### config.mk
export PLATFORM = sky130hd
export DESIGN_NAME = reg_debug_port
export DESIGN_NICKNAME = d
export VERILOG_FILES = /design/src/rtl/reg_debug_port.sv
export SDC_FILE = /design/constraint.sdc
export NUM_CORES = 1
export LEC_CHECK = 0
export CORE_MARGIN = 5
export CORE_UTILIZATION = 47
export CTS_BUF_LIST = sky130_fd_sc_hd__clkbuf_2 sky130_fd_sc_hd__clkbuf_4 sky130_fd_sc_hd__clkbuf_8
export DETAILED_ROUTE_END_ITERATION = 8
export MAX_ROUTING_LAYER = met4
export PLACE_DENSITY = 0.82
export SETUP_SLACK_MARGIN = 0.3
export SLEW_MARGIN = 20
export SYNTH_ARGS = -nofsm -noshare
export SYNTH_HDL_FRONTEND = slang
export SYNTH_SLANG_ARGS = --single-unit
### constraint.sdc
create_clock -name clk -period 2.2 [get_ports clk]
set_input_delay 0.44 -clock clk [delete_from_list [all_inputs] [get_ports clk]]
set_output_delay 0.44 -clock clk [all_outputs]
set_load 0.005 [all_outputs]
### src/rtl/reg_debug_port.sv
// Byte-serial debug port for the 16x8 register file: write, read and dump
// commands arrive on an rx byte stream, read data leaves on a tx byte stream.
module reg_debug_port (
  input  logic       clk,
  input  logic       rst,
  input  logic [7:0] rx_data,
  input  logic       rx_valid,
  output logic       rx_ready,
  output logic [7:0] tx_data,
  output logic       tx_valid,
  input  logic       tx_ready,
  output logic [3:0] rf_ra,
  input  logic [7:0] rf_read,
  output logic [3:0] rf_wa,
  output logic [7:0] rf_wd,
  output logic       rf_we,
  output logic       halt,
  output logic       err
);

  typedef enum logic [2:0] {IDLE, GET_DATA, WRITE, LOAD, SEND} state_t;

  localparam logic [3:0] OP_WR   = 4'h1;
  localparam logic [3:0] OP_RD   = 4'h2;
  localparam logic [3:0] OP_DUMP = 4'h3;

  state_t     state, state_nxt;
  logic [3:0] addr, ptr;
  logic [7:0] data;
  logic       dump;
  logic [3:0] op;
  logic       known_op;

  assign op       = rx_data[7:4];
  assign known_op = (op == OP_WR) || (op == OP_RD) || (op == OP_DUMP);

  // Strobes are gated with rst so nothing leaks to the core or register file
  // while reset is held, even if reset lands mid-command.
  always_comb begin
    state_nxt = state;
    rx_ready  = 1'b0;
    halt      = !rst;
    rf_we     = 1'b0;
    rf_wa     = 4'h0;
    rf_wd     = 8'h00;
    rf_ra     = ptr;
    case (state)
      IDLE: begin
        rx_ready = !rst;
        halt     = !rst && rx_valid && known_op;
        if (rx_valid && !rst) begin
          case (op)
            OP_WR:          state_nxt = GET_DATA;
            OP_RD, OP_DUMP: state_nxt = LOAD;
            default:        state_nxt = IDLE;
          endcase
        end
      end
      GET_DATA: begin
        rx_ready = !rst;
        if (rx_valid) state_nxt = WRITE;
      end
      WRITE: begin
        rf_we     = !rst;
        rf_wa     = addr;
        rf_wd     = data;
        state_nxt = IDLE;
      end
      LOAD: state_nxt = SEND;
      SEND: begin
        if (tx_ready) state_nxt = (dump && ptr != 4'hF) ? LOAD : IDLE;
      end
      default: state_nxt = IDLE;
    endcase
  end

  always_ff @(posedge clk) begin
    if (rst) begin
      state    <= IDLE;
      addr     <= 4'h0;
      data     <= 8'h00;
      ptr      <= 4'h0;
      dump     <= 1'b0;
      tx_data  <= 8'h00;
      tx_valid <= 1'b0;
      err      <= 1'b0;
    end else begin
      state <= state_nxt;
      err   <= 1'b0;
      case (state)
        IDLE: begin
          if (rx_valid) begin
            addr <= rx_data[3:0];
            case (op)
              OP_WR: ;
              OP_RD: begin
                ptr  <= rx_data[3:0];
                dump <= 1'b0;
              end
              OP_DUMP: begin
                ptr  <= 4'h0;
                dump <= 1'b1;
              end
              default: err <= 1'b1;
            endcase
          end
        end
        GET_DATA: if (rx_valid) data <= rx_data;
        LOAD: begin
          tx_data  <= rf_read;
          tx_valid <= 1'b1;
        end
        SEND: begin
          // ptr stops at 15 so a dump never wraps back to r0
          if (tx_ready) begin
            tx_valid <= 1'b0;
            if (dump && ptr != 4'hF) ptr <= ptr + 4'h1;
          end
        end
        default: ;
      endcase
    end
  end

endmodule

# After elaboration in Yosys (flattened, before gate mapping)
# Index checks and enable logic that the tools add are counted.
# word_totals
in_bits,20
reg_bits,30
word_cells,65
# classes
add_sub_neg,1
n_eq_ne,14
n_bitwise,2
reduce_logical,20
muxes,20
# op_table
operator,count
4-bit two-way mux,4
4-bit case mux with 2 select lines,2
3-bit case mux with 4 select lines,1
2-bit != test (second input constant),5
3-bit two-way mux,3
4-bit by 2-bit == test with 1-bit output (second input constant),2
8-bit two-way mux,1
3-bit by 2-bit == test with 1-bit output (second input constant),2
2-bit AND reduction,3
3-bit AND reduction,2
2-bit nonzero test,3
3-bit OR reduction,2
1-bit two-way mux,5
5-bit AND reduction,1
4-bit by 1-bit adder with 4-bit output (second input constant),1
4-bit by 1-bit == test with 1-bit output (second input constant),1
4-bit != test (second input constant),1
1-bit case mux with 2 select lines,2
2-bit case mux with 2 select lines,1
2-bit OR reduction,2
3-bit by 1-bit == test with 1-bit output (second input constant),1
3-bit == test (second input constant),1
1-bit logical AND,3
3-bit zero test,1
5 further kinds,7

# Longest topological paths before layout
# depth
ltp_word,5
mapped_depth,6
depth_no_buf,5

# Worst setup path before layout
# Ideal clock, no wire load.
# synth_timing
kind,in2reg
from,in rx_valid
to,reg ptr[2] (netlist: rf_ra[2])
arrival_ns,1.650
path_stages,6
path_slack_ns,0.420
n_path_buf,2
setup_ns,0.131
required_time_ns,2.069
path_cell_list,or4b_1 > buf_2 > or2_1 > buf_6 > a211oi_1 > nor3b_2
# synth_via
elab_chain_cells,2
# synth_rtl
item,line,source
from (decl),7,"input logic rx_valid,"
2-bit != test (no line),n/a,
5-bit AND reduction (no line),n/a,
to (signal assigned),97,ptr <= rx_data[3:0];
to (signal assigned),117,if (dump && ptr != 4'hF) ptr <= ptr + 4'h1;
to (decl),28,"logic [3:0] addr, ptr;"
# Every way passes these cells.
# A chain may end at the register's enable or synchronous reset.

# Worst setup path after layout
# layout_timing
from,reg state[0]
to,out rf_wa[0]
# layout_via
elab_chain_cells,2
# layout_rtl
item,line,source
from (decl),27,"state_t state, state_nxt;"
from (signal assigned),88,state <= state_nxt;
3-bit by 2-bit == test with 1-bit output,47,case (state)
4-bit two-way mux,47,
to (decl),14,"output logic [3:0] rf_wa,"
# Every way passes these cells.

==> flow_summary.ini <==
[run_status]
outcome = finished, final reports clean

[grt]
grt_max_degree = 15
overflow = 0
antenna_found_initial = 0
grt_pass1_vias = 1491
grtUsageTotal_pct = 21.63
grt_pass1_wl_mm = 6.893

[detailed_routing]
dr_total_vias = 1436
ant_nets = 0
routedWlPerCell_um = 15.67
finalWirelength_mm = 4.121
drc_errors = 0
dr.pass1.iters = 4
via_per_inst = 5.460
drt_iter0_markers = 59

[floorplan]
core_region_area_um2 = 3003
die_h_um = 65.33
initial_utilization_pct = 47.92
ios = 49
die_w_um = 65.33
row_count = 20
die_area_um2 = 4268

[logic_synthesis]
synthTopCellsByArea = dfxtp_1 (42%), mux2i_1 (15%), nor2_1 (7.0%)
synth-seq-cells = 30
synth-edff-count = 0
yosys.area_share.xor_xnor_pct = 0
synthFlopType = dfxtp_1
syn_area_um2 = 1439
synth_commonest_cells = dfxtp_1 (30), nor2_1 (27), mux2i_1 (21), and2_1 (14), clkbuf_1 (8)
ys_warn_count = 0
syn_inst = 162
yosys.area_share.simple_pct = 28.52
synth.area.mux_share_pct = 14.61
synthArstFlopShare_pct = 0
synth_top_family_by_area = simple AND/OR/NAND/NOR gates
synth_top_cell_area_share_pct = 41.74
syn-num-nets = 183
synth.most_common_cell = dfxtp_1
ys_types = 38
avgSynthCellArea_um2 = 8.882
synth_top_cell_by_area = dfxtp_1
synth_compound_area_share_pct = 9.913
synth.yosys.seq_area_share_pct = 41.74
synthAdderAreaFrac_pct = 0.8696

[sta]
final.setup.worst_slack_ns = 0.1891
hold_viol_final = 0
final_max_slew_viol_count = 0
worst_pin_slew_ns = 0.5101
finalSetupViolations = 0
rsz0062_at_grt = true
post-route-period-util_pct = 91.40
clock_skew_ns = 0.01056
slew_headroom_pct = 65.90
period_needed_ns = 2.011
max_freq_mhz = 497.3
hold_slack_ns = 0.4952

[final_layout]
fillers = 215
stdcell_count = 263
finalNetCount = 251
finish.utilization_pct = 74.21
drive_gt1_share_pct = 22.17
insertedDiodeCount = 0
areaGrowthSynthToFinish_pct = 54.87

[worst_setup_path]
crit_arrival_ns = 1.57
path_cells = inv_2 > and3_4 > buf_4 > buf_4 > and2_1 > dlygate4sd2_1
critPathKind = reg -> out
crit_required_ns = 1.76
cp_max_fo = 4
critPathTopFamily = buffers and inverters
path_common_cell = buf_4
crit_path_start_kind = flop
cpMaxStageDelayCell = dfxtp_4
max_stage_delay_ns = 0.37
crit_buf_inv = 4
critPathCaptureType = output pin

[placed_design]
routabilityCongestion = 0.8802
dp_cells = 250
hpwlAfterDp_mm = 2.907
place_ws_ns = -0.2892
portBuffers = 48

[cts]
cts_hold_buf = 0
cts_inserted_buffers = 5
clock-sinks = 30
cts-root-buf = clkbuf_4
clk_latency_ns = 0.34
path_clk_slew_ns = 0.08
h-tree-depth = 2
clockBufferDepth = 2
cts_tree = done

[pwr]
pwr_density_cell_nw_per_um2 = 513.6
p_leak_nw = 1.103
ir_drop_mv = 0.4379
power_mw = 1.144

[job]
maxCapViolCount = 0

[worst_hold_path]
hold_path_class = reg -> reg
-- path summary, 6_finish.rpt --
path,end,depth (start not counted),slack (ns),start
max,rf_wa[0],6,0.19,state[0]$_SDFFE_PP0P_
min reg2reg,data[3]$_SDFFE_PP0P_,2,0.50,data[3]$_SDFFE_PP0P_
max reg2reg,rf_ra[3]$_SDFFE_PP0P_,5,0.33,state[0]$_SDFFE_PP0P_
min,data[3]$_SDFFE_PP0P_,2,0.50,data[3]$_SDFFE_PP0P_
-- cells in the final DEF (no fill, tap or decap), types with 2 or more instances in the layout --
| cell | n |
|---|---|
| nor3_1 | 2 |
| clkdlybuf4s50_1 | 31 |
| and3_4 | 2 |
| clkbuf_4 | 5 |
| a21oi_1 | 5 |
| nand3_1 | 4 |
| dlygate4sd2_1 | 6 |
| a221oi_2 | 2 |
| o221ai_1 | 2 |
| a31oi_1 | 3 |
| dfxtp_4 | 2 |
| dfxtp_1 | 27 |
| mux2i_1 | 21 |
| buf_4 | 22 |
| dlymetal6s2s_1 | 8 |
| and3_1 | 4 |
| buf_2 | 2 |
| nor2b_1 | 2 |
| and2_1 | 14 |
| nand2_1 | 5 |
| o21ai_0 | 3 |
| nor2_1 | 27 |
-- routing by layer --
metal	wire length [um]	up-vias	track usage [%]	part of all wire (%)
li1	-	702	-	-
met1	1702	672	24.50	41
met2	2079	51	35.90	50
met3	243	11	5.812	5.9
met5	0	-	-	0
met4	96	0	9.326	2.3
-- worst min-delay path: stages, from the launching register on --
cell     delay, ns
dfxtp_1       0.33
mux2i_1       0.06
nor2_1        0.07
-- flip-flops by register name, summed over array words and instances (netlist names) --
name / count
data: 8
rf_ra: 4
tx_valid: 1
tx_data: 8
dump: 1
state: 3
err: 1
addr: 4
-- final cells by class --
| type | instances | area [um2] | share of cell area [%] |
|---|---|---|---|
| clock buffers | 6 | 51.30 | 2.302 |
| inverters | 3 | 13.76 | 0.6176 |
| multi-input cells | 119 | 828.3 | 37.17 |
| well taps | 33 | 41.29 | 1.853 |
| repair buffers | 71 | 654.4 | 29.37 |
| clock inverters | 1 | 30.03 | 1.348 |
| flip-flops and latches | 30 | 609.3 | 27.34 |
-- logic make-up (layout without fill, tap and decap cells) --
| kind of cell | Yosys count | in the layout |
|---|---|---|
| buf+inv | 14 | 81 |
| mux | 21 | 21 |
| simple gates | 75 | 76 |
| compound gates | 21 | 21 |
| fa+ha+maj | 1 | 1 |
| flops | 30 | 30 |
-- report_power, final --
group	total [mW]	internal [mW]	switching, mW
Clock	0.450	0.264	0.186
Sequential	0.559	0.551	0.00750
Combinational	0.135	0.0794	0.0561
Total	1.14	0.895	0.249
-- metrics by stage --
stage	cell area, um2	TNS (ns)
after floorplan	1439	0
after detailed placement	2051	-0.8053
after CTS	2176	0
final	2228	0
after global placement	2051	-0.5371
after global routing	2228	0
-- what timing repair did --
item,in CTS,in global routing
endpoints found under the setup margin,19,15
resized for setup,28,16
gates cloned,1,0
pin swaps,5,3
setup buffers,2,3
No activity file was read; power rests on OpenSTA's default activity.
